==> src/rtl/control_unit.sv <==
// Hard-wired Moore sequencer for the Mini SRC datapath.
// Runs fetch (T0-T2), then an execute sequence (T3-T7) chosen by the opcode
// captured at the T2->T3 edge. Memory-read steps are held for MEM_LAT cycles.
// After the last step of each instruction the sequencer returns to T0, or
// enters HALT if the instruction was halt or stop was high at that edge.
// HALT is left only through clr.
module control_unit #(
    parameter int          MEM_LAT = 1,        // 1..4 cycles per memory read
    parameter logic [4:0]  ALU_ADD = 5'b00011  // ALU code for address/PC adds
) (
    input  logic        clk,
    input  logic        clr,
    input  logic [31:0] IR,
    input  logic        CON_FF,
    input  logic        stop,
    output logic        Pout,
    output logic        MARen,
    output logic        MDRen,
    output logic        MDROut,
    output logic        IRen,
    output logic        Read,
    output logic        Write,
    output logic        Yen,
    output logic        Pen,
    output logic        IncPC,
    output logic        ZHIen,
    output logic        ZLOen,
    output logic        ZHIout,
    output logic        ZLOout,
    output logic        HIen,
    output logic        LOen,
    output logic        HIout,
    output logic        LOout,
    output logic        Cout,
    output logic        Gra,
    output logic        Grb,
    output logic        Grc,
    output logic        Rin,
    output logic        Rout,
    output logic        BAout,
    output logic        ConIn,
    output logic [4:0]  alu_control,
    output logic        run,
    output logic [3:0]  step,
    output logic        done
);

    // Step encoding doubles as the debug step output (HALT reads as 15).
    typedef enum logic [3:0] {
        S_T0   = 4'd0,
        S_T1   = 4'd1,
        S_T2   = 4'd2,
        S_T3   = 4'd3,
        S_T4   = 4'd4,
        S_T5   = 4'd5,
        S_T6   = 4'd6,
        S_T7   = 4'd7,
        S_HALT = 4'd15
    } state_e;

    // Instruction families that share an execute sequence.
    typedef enum logic [3:0] {
        C_LD,
        C_LDI,
        C_ST,
        C_ALU3,     // add..rol: two register operands
        C_IMM,      // addi/andi/ori: register and constant
        C_UNARY,    // neg/not
        C_MULDIV,
        C_BR,
        C_MFHI,
        C_MFLO,
        C_HALT,
        C_NOP       // nop and every undefined opcode
    } op_class_e;

    localparam logic [4:0] OP_LD   = 5'b00000;
    localparam logic [4:0] OP_LDI  = 5'b00001;
    localparam logic [4:0] OP_ST   = 5'b00010;
    localparam logic [4:0] OP_ADD  = 5'b00011;
    localparam logic [4:0] OP_ROL  = 5'b01011;
    localparam logic [4:0] OP_ADDI = 5'b01100;
    localparam logic [4:0] OP_ORI  = 5'b01110;
    localparam logic [4:0] OP_MUL  = 5'b01111;
    localparam logic [4:0] OP_DIV  = 5'b10000;
    localparam logic [4:0] OP_NEG  = 5'b10001;
    localparam logic [4:0] OP_NOT  = 5'b10010;
    localparam logic [4:0] OP_BR   = 5'b10011;
    localparam logic [4:0] OP_MFHI = 5'b11000;
    localparam logic [4:0] OP_MFLO = 5'b11001;
    localparam logic [4:0] OP_HALT = 5'b11011;

    // Last count value of a stretched memory-read step.
    localparam logic [1:0] WAIT_LAST = 2'(MEM_LAT - 1);

    state_e     r_state;
    state_e     w_next;
    logic [4:0] r_op;
    logic [1:0] r_wait;
    op_class_e  w_class;
    logic       w_stretch;
    logic       w_wait_last;
    logic       w_unused_ir;

    // Only the opcode field is consumed here; the rest belongs to the datapath.
    assign w_unused_ir = ^IR[26:0];
    assign w_wait_last = (r_wait == WAIT_LAST);

    // State register, opcode capture at the end of fetch, memory wait counter.
    // NOTE: sequential state uses non-blocking assignments so every register
    // samples pre-edge values regardless of statement order.
    always_ff @(posedge clk) begin
        if (clr) begin
            r_state <= S_T0;
            r_op    <= '0;
            r_wait  <= '0;
        end else begin
            r_state <= w_next;
            if (r_state == S_T2) begin
                r_op <= IR[31:27];
            end
            // Counter runs only inside a stretched step and is cleared
            // otherwise, so each memory read starts from zero.
            if (w_stretch && !w_wait_last) begin
                r_wait <= r_wait + 2'd1;
            end else begin
                r_wait <= '0;
            end
        end
    end

    // Map the captured opcode onto its execute-sequence family.
    always_comb begin
        w_class = C_NOP;
        case (r_op) inside
            OP_LD:             w_class = C_LD;
            OP_LDI:            w_class = C_LDI;
            OP_ST:             w_class = C_ST;
            [OP_ADD:OP_ROL]:   w_class = C_ALU3;
            [OP_ADDI:OP_ORI]:  w_class = C_IMM;
            OP_MUL, OP_DIV:    w_class = C_MULDIV;
            OP_NEG, OP_NOT:    w_class = C_UNARY;
            OP_BR:             w_class = C_BR;
            OP_MFHI:           w_class = C_MFHI;
            OP_MFLO:           w_class = C_MFLO;
            OP_HALT:           w_class = C_HALT;
            default:           w_class = C_NOP;
        endcase
    end

    // Next-step selection and per-step strobe decode.
    // NOTE: every output gets a default before the case so no path leaves a
    // value unassigned, which would otherwise infer a latch.
    always_comb begin
        w_next      = r_state;
        w_stretch   = 1'b0;
        Pout        = 1'b0;
        MARen       = 1'b0;
        MDRen       = 1'b0;
        MDROut      = 1'b0;
        IRen        = 1'b0;
        Read        = 1'b0;
        Write       = 1'b0;
        Yen         = 1'b0;
        Pen         = 1'b0;
        IncPC       = 1'b0;
        ZHIen       = 1'b0;
        ZLOen       = 1'b0;
        ZHIout      = 1'b0;
        ZLOout      = 1'b0;
        HIen        = 1'b0;
        LOen        = 1'b0;
        HIout       = 1'b0;
        LOout       = 1'b0;
        Cout        = 1'b0;
        Gra         = 1'b0;
        Grb         = 1'b0;
        Grc         = 1'b0;
        Rin         = 1'b0;
        Rout        = 1'b0;
        BAout       = 1'b0;
        ConIn       = 1'b0;
        alu_control = 5'd0;
        run         = 1'b1;
        step        = r_state;
        done        = 1'b0;

        case (r_state)
            S_T0: begin
                Pout = 1'b1; MARen = 1'b1; IncPC = 1'b1; ZLOen = 1'b1;
                alu_control = ALU_ADD;
                w_next = S_T1;
            end
            S_T1: begin
                ZLOout = 1'b1; Pen = 1'b1; Read = 1'b1; MDRen = 1'b1;
                w_stretch = 1'b1;
                if (w_wait_last) w_next = S_T2;
            end
            S_T2: begin
                MDROut = 1'b1; IRen = 1'b1;
                w_next = S_T3;
            end
            S_T3: begin
                w_next = S_T4;
                case (w_class)
                    C_LD, C_LDI, C_ST: begin Grb = 1'b1; BAout = 1'b1; Yen = 1'b1; end
                    C_ALU3, C_IMM:     begin Grb = 1'b1; Rout = 1'b1; Yen = 1'b1; end
                    C_UNARY: begin
                        Grb = 1'b1; Rout = 1'b1; ZLOen = 1'b1;
                        alu_control = r_op;
                    end
                    C_MULDIV: begin Gra = 1'b1; Rout = 1'b1; Yen = 1'b1; end
                    C_BR:     begin Gra = 1'b1; Rout = 1'b1; ConIn = 1'b1; end
                    C_MFHI:   begin HIout = 1'b1; Gra = 1'b1; Rin = 1'b1; done = 1'b1; end
                    C_MFLO:   begin LOout = 1'b1; Gra = 1'b1; Rin = 1'b1; done = 1'b1; end
                    default:  done = 1'b1;
                endcase
            end
            S_T4: begin
                w_next = S_T5;
                case (w_class)
                    C_LD, C_LDI, C_ST: begin
                        Cout = 1'b1; ZLOen = 1'b1; alu_control = ALU_ADD;
                    end
                    C_ALU3: begin
                        Grc = 1'b1; Rout = 1'b1; ZLOen = 1'b1; alu_control = r_op;
                    end
                    C_IMM: begin
                        Cout = 1'b1; ZLOen = 1'b1; alu_control = r_op;
                    end
                    C_UNARY: begin ZLOout = 1'b1; Gra = 1'b1; Rin = 1'b1; done = 1'b1; end
                    C_MULDIV: begin
                        Grb = 1'b1; Rout = 1'b1; ZHIen = 1'b1; ZLOen = 1'b1;
                        alu_control = r_op;
                    end
                    C_BR:    begin Pout = 1'b1; Yen = 1'b1; end
                    default: w_next = S_T0;
                endcase
            end
            S_T5: begin
                w_next = S_T6;
                case (w_class)
                    C_LD, C_ST:            begin ZLOout = 1'b1; MARen = 1'b1; end
                    C_LDI, C_ALU3, C_IMM:  begin ZLOout = 1'b1; Gra = 1'b1; Rin = 1'b1; done = 1'b1; end
                    C_MULDIV:              begin ZLOout = 1'b1; LOen = 1'b1; end
                    C_BR: begin
                        Cout = 1'b1; ZLOen = 1'b1; alu_control = ALU_ADD;
                    end
                    default: w_next = S_T0;
                endcase
            end
            S_T6: begin
                w_next = S_T7;
                case (w_class)
                    C_LD: begin
                        Read = 1'b1; MDRen = 1'b1;
                        w_stretch = 1'b1;
                        if (!w_wait_last) w_next = S_T6;
                    end
                    C_ST:     begin Gra = 1'b1; Rout = 1'b1; MDRen = 1'b1; end
                    C_MULDIV: begin ZHIout = 1'b1; HIen = 1'b1; done = 1'b1; end
                    C_BR: begin
                        ZLOout = 1'b1; Pen = CON_FF; done = 1'b1;
                    end
                    default: w_next = S_T0;
                endcase
            end
            S_T7: begin
                w_next = S_T0;
                case (w_class)
                    C_LD:    begin MDROut = 1'b1; Gra = 1'b1; Rin = 1'b1; done = 1'b1; end
                    C_ST:    begin Write = 1'b1; done = 1'b1; end
                    default: ;
                endcase
            end
            S_HALT: begin
                run = 1'b0;
            end
            default: w_next = S_T0;
        endcase

        // Instruction boundary: stop is only honoured here.
        if (done) begin
            w_next = (stop || w_class == C_HALT) ? S_HALT : S_T0;
        end
    end

endmodule

==> config.mk <==
export PLATFORM = sky130hd
export DESIGN_NAME = control_unit
export DESIGN_NICKNAME = d
export VERILOG_FILES = /design/src/rtl/control_unit.sv
export SDC_FILE = /design/constraint.sdc
export NUM_CORES = 1
export LEC_CHECK = 0
export ABC_AREA = 1
export BUFFER_PORTS_ARGS = -buffer_cell sky130_fd_sc_hd__buf_2
export CORE_MARGIN = 1.5
export CORE_UTILIZATION = 45
export CTS_CLUSTER_SIZE = 25
export DETAILED_ROUTE_END_ITERATION = 10
export PLACE_DENSITY_LB_ADDON = 0.1
export SYNTH_ARGS = -nofsm -noshare
export SYNTH_HDL_FRONTEND = slang
export SYNTH_SLANG_ARGS = --single-unit
==> constraint.sdc <==
create_clock -name clk -period 3.2 [get_ports clk]
set_input_delay 0.32 -clock clk [delete_from_list [all_inputs] [get_ports clk]]
set_output_delay 0.32 -clock clk [all_outputs]
set_load 0.03 [all_outputs]
; Word-level counts from Yosys, hierarchy flattened
; Cells that the tools add are included.
[word_totals]
regBits = 11
latchBits = 0
ramBits = 0
rom_bits = 0
input_bits = 36
out_inout_bits = 37
word_cells = 138
mem_count = 0
[op_classes]
add_sub_neg = 1
n_mul = 0
div_mod_pow = 0
magnitude_cmp = 4
eq_ne = 30
shift = 0
n_mux = 71
bitwise_logic = 1
reduce_logical = 28
[ops]
columns = operator, n
row1 = $mux W4, 11
row2 = $eq A5 B5 Y1 const B, 7
row3 = $mux W1, 35
row4 = $eq A4 B3 Y1 const B, 8
row5 = $pmux W4 S8, 1
row6 = $pmux W5 S4, 1
row7 = $pmux W1 S2, 9
row8 = $eq A4 B2 Y1 const B, 4
row9 = $eq A4 B4 Y1 const B, 4
row10 = $reduce_or A2 Y1, 7
row11 = $pmux W1 S4, 3
row12 = $reduce_or A3 Y1, 4
row13 = $reduce_or A6 Y1, 2
row14 = $le A5 B4 Y1 const B, 2
row15 = $pmux W1 S5, 2
row16 = $pmux W5 S2, 1
row17 = $eq A4 B1 Y1 const B, 2
row18 = $logic_not A4 Y1, 2
row19 = $reduce_or A4 Y1, 2
row20 = $reduce_or A8 Y1, 1
row21 = $reduce_or A7 Y1, 1
row22 = $mux W2, 3
row23 = $mux W3, 2
row24 = $pmux W3 S2, 1
row25 = other kinds (18), 20

; Longest topological paths before layout
[logic_depth]
word_depth = 18
depth_mapped = 12
mapped_depth_nobuf = 11

; Least setup slack after synthesis
; Ideal clock, no wire load.
[synth_timing]
kind = register -> output
from = reg r_op[4]
to = out LOout
arrival_ns = 2.001
required_ns = 2.880
slack_ns = 0.879
path_stages_with_launch = 9
n_path_buf = 1
path_cell_list = dfxtp_1 buf_4 inv_2 nand2_2 nor2_2 inv_2 nand3_1 inv_2 nor4_1
[synth_via]
elab_chain_len = 15
word_cells_on_any_way = 33
classes_between = order compare (4) / eq/ne (11) / mux (13) / reduce/logical (5)
[synth_lines]
columns = element, line_no
row1 = "start, declared", 98  ; logic [4:0] r_op;
row2 = "start signal, assigned", 120  ; r_op <= IR[31:27];
row3 = $eq A5 B5 Y1 (no line), --
row4 = $mux W1, 135  ; case (r_op) inside
row5 = $mux W2 (2 in series), 135
row6 = $mux W4 (7 in series), 135
row7 = $mux W4 (*), 135
row8 = $eq A4 B4 Y1 (*), 205  ; case (w_class)
row9 = $mux W1 (*), 205
row10 = $mux W1 (*), 188  ; case (r_state)
row11 = "end, declared", 33  ; output logic LOout,
; Every way passes the cells marked *; elsewhere a longest branch is shown, timed or not.

; Final worst setup path
[layout_timing]
from = reg r_op[4]
to = out alu_control[0]
[layout_via]
elab_chain_len = 16
word_cells_on_any_way = 44
classes_between = order compare (4) / eq/ne (17) / mux (15) / reduce/logical (8)
[layout_lines]
columns = element, line_no
row1 = $eq A5 B5 Y1 (no line), --
row2 = $mux W1, 135
row3 = $mux W2 (2 in series), 135
row4 = $mux W4 (7 in series), 135
row5 = $mux W4 (*), 135
row6 = "$eq A4 B3 Y1, or another cell as far along", 221  ; case (w_class)
row7 = $reduce_or A3 Y1 (no line), --
row8 = $pmux W5 S2, 221
row9 = $pmux W5 S4 (*), 188
row10 = "end, declared", 42  ; output logic [4:0] alu_control,
; Marks and branches as above.

==> results by group <==
Drt
  – Final ANT Viol Nets: 0
  – DRC: 0
  – Iteration-0 DRC Markers: 33
  – Post-DR wirelength/cell: 11.0 um
  – Vias per cell: 5.03
  – Pre-Repair DR Iteration Count: 4
  – WL final: 3060 um
  – Via count: 1402

Clock tree
  – CTS tree: yes
  – Skew-Pair Late Insertion Delay: 270 ps
  – TritonCTS buffer count: 3
  – Post-cts resize count: 0
  – Total clock sinks: 11
  – Clock root buffer: clkbuf_4
  – Bufs on Longest Clock Path: 2
  – H-tree lvl count: 1
  – CTS clk-pin slew, worst paths: 80 ps
  – Post CTS Setup Buffer Count: 0
  – Hold buffers post-CTS: 0

Timing
  – RSZ-0062 raised after global routing: false
  – Max Clock Skew: 9.05 ps
  – Max-slew violation count: 0
  – FMAX: 401 MHz
  – Final setup fails: 0
  – Final hold vios: 0
  – Max_slew headroom: 67.9%
  – Minimum clock period: 2490 ps
  – Final setup TNS: 0 ps
  – Final period util: 77.9%
  – Worst Tran Pin Value: 477 ps

Yosys
  – Top cells by area, synth: dfxtp_1 (20%), nor2_1 (14%), nand2_1 (11%)
  – Yosys top cell area share: 19.6%
  – Combinational family with the most area after synthesis: simple AND/OR/NAND/NOR gates
  – Adder-cell share of the synthesized area: 1.11%
  – #FFs+latches synth: 11
  – Yosys cell types: 26
  – Post-synthesis net count: 243
  – Leading area contributor after synthesis: dfxtp_1
  – Mux contribution to synthesized area: 0%
  – Post-Synth XOR/XNOR Area: 0%
  – Complex-gate fraction of the synthesized area: 20.3%
  – Synthesized cell area: 1130 um^2
  – Post-synthesis simple-gate area fraction: 43.7%
  – Syn Inst Count: 206
  – Syn avg cell area: 5.47 um^2
  – Ys Warns: 0
  – Register area share after synthesis: 19.6%

Worst setup path
  – Arr. time, crit path: 2170 ps
  – Worst setup EP type: output port
  – Max incr delay on CP: 520 ps
  – CP Launch Type: flop
  – Crit-path cells: inv_2 > nand3_1 > nand2_1 > a21oi_1 > nand2_1 > nor2_1 > nor2_1 > nor2_1 > o21ai_0 > buf_2
  – Worst-path fanout max: 10
  – CP max-delay cell: dfxtp_1
  – Worst Path Class, Setup: reg2out
  – Critical Path RT: 2880 ps
  – CP most frequent cell: nor2_1

Placement
  – Placed inst area: 1360 um^2
  – Port Buf Inserts: 45
  – HPWL Detailed: 2540 um
  – GP Congestion: 0.876

Finish
  – Layout Nets: 289
  – Fillers: 267
  – Diodes inserted: 0
  – Area grow syn2layout: 23.4%
  – Fraction of layout instances using a drive strength above 1: 27.5%
  – Design Area, Final: 1390 um^2

Global route
  – Grt total ovfl: 0
  – First-pass GRT wire length: 4900 um
  – Number of global-route vias before repair: 1140
  – Total track usage: 23.2%
  – Initial antenna violation count: 0
  – Pin count of the biggest net entering global routing: 13

Job
  – Max_cap viols: 0

Power
  – Max VDD drop: 0.518 mV
  – Leakage power total: 0.801 nW
  – Overall Power: 0.00105 W
  – PD cells: 757 nW/um^2

Floorplanning
  – Num ports: 73
  – Vert. Die Dim: 53.0 um
  – DIE WIDTH: 53.0 um
  – Rows: 17
  – Initial Utilization: 49.0%
  – Die ar.: 2810 um^2
  – Core footprint: 2300 um^2

Hold path
  – HP Class: in2reg

Outcome
  – Outcome: complete, no violations
cells in the mapped netlist, drive strengths merged:
cell type / instances
nor4: 1
a21oi: 16
o311ai: 1
buf: 2
o21ai: 16
or2: 1
a31o: 1
o22ai: 2
nand2: 38
o211ai: 2
nor3: 4
nand4: 2
ha: 1
nand3: 19
dfxtp: 11
o21a: 1
o221ai: 1
clkbuf: 2
inv: 40
nor2: 45
critical path: cells and delay by family, from the launching register on:
kind	cells	cell delay (ps)
flops	1	520
compound gates	2	280
buf+inv	2	350
simple gates	6	760
metrics by stage:
stage | setup slack (ps) | hold slack (ps) | utilization (%) | instances
finish | 706 | 265 | 60.5 | 279
global route | 472 | 274 | 60.5 | 279
CTS | 752 | 258 | 60.5 | 279
detailed placement | 1060 | 416 | 59.4 | 275
global placement | 1050 | 400 | 59.4 | 275
floorplan | 879 | 389 | - | 206
registers in the layout, indices dropped and copies added, names as in the netlist:
register and cells:
r_op 5, r_wait 2, step 4
placed cells by master, fill, tap and decap left out, drive strengths merged:
cell / synthesis / final
ha: 1 / 1
nor2: 45 / 45
nand2: 38 / 38
o221ai: 1 / 1
nor3: 4 / 4
nand3: 19 / 19
o22ai: 2 / 2
a21oi: 16 / 16
clkbuf: 2 / 4
a31o: 1 / 1
or2: 1 / 1
buf: 2 / 45
o311ai: 1 / 1
inv: 40 / 40
o21a: 1 / 1
dfxtp: 11 / 11
o21ai: 16 / 16
o211ai: 2 / 2
nand4: 2 / 2
nor4: 1 / 1
cell families after synthesis:
| group | after synthesis |
|---|---|
| AND/OR/NAND/NOR | 110 |
| buffers and inverters | 44 |
| AO/OA/AOI/OAI | 40 |
| flip-flops | 11 |
| adder cells (fa/ha/maj) | 1 |
path summary, 6_finish.rpt:
check	startpoint	end	slack (ps)	cells past startpoint
worst max-delay path	r_op[4]	alu_control[0]	710	10
worst min-delay path	clr	step[3]	260	2
worst max register to register	r_op[4]	step[2]	1510	9
worst min register to register	r_wait[0]	r_wait[0]	420	1
final cells by class:
| cell class | instances | area (um^2) | share of cell area, % |
|---|---|---|---|
| multi-input combinational | 151 | 733 | 52.7 |
| sequential | 11 | 220 | 15.8 |
| clock buffer | 4 | 26.3 | 1.89 |
| inverter | 40 | 150 | 10.8 |
| timing repair buffer | 45 | 225 | 16.2 |
| tap | 28 | 35.0 | 2.52 |
metal layers:
layer | vias up | GRT usage (%) | wire length, um
met5 | - | 0 | 0
met4 | 0 | 7.69 | 16
met3 | 2 | 0.847 | 182
met2 | 51 | 36.7 | 1310
met1 | 601 | 33.4 | 1550
li1 | 748 | - | -
report_power, final:
group / total [W] / internal [W] / leakage [nW] / switching (W)
clock: 0.0000976 / 0.0000482 / 0.0150 / 0.0000494
combinational: 0.000748 / 0.000210 / 0.697 / 0.000537
sequential: 0.000207 / 0.000163 / 0.0898 / 0.0000433
(Power assumes the default switching activity.)
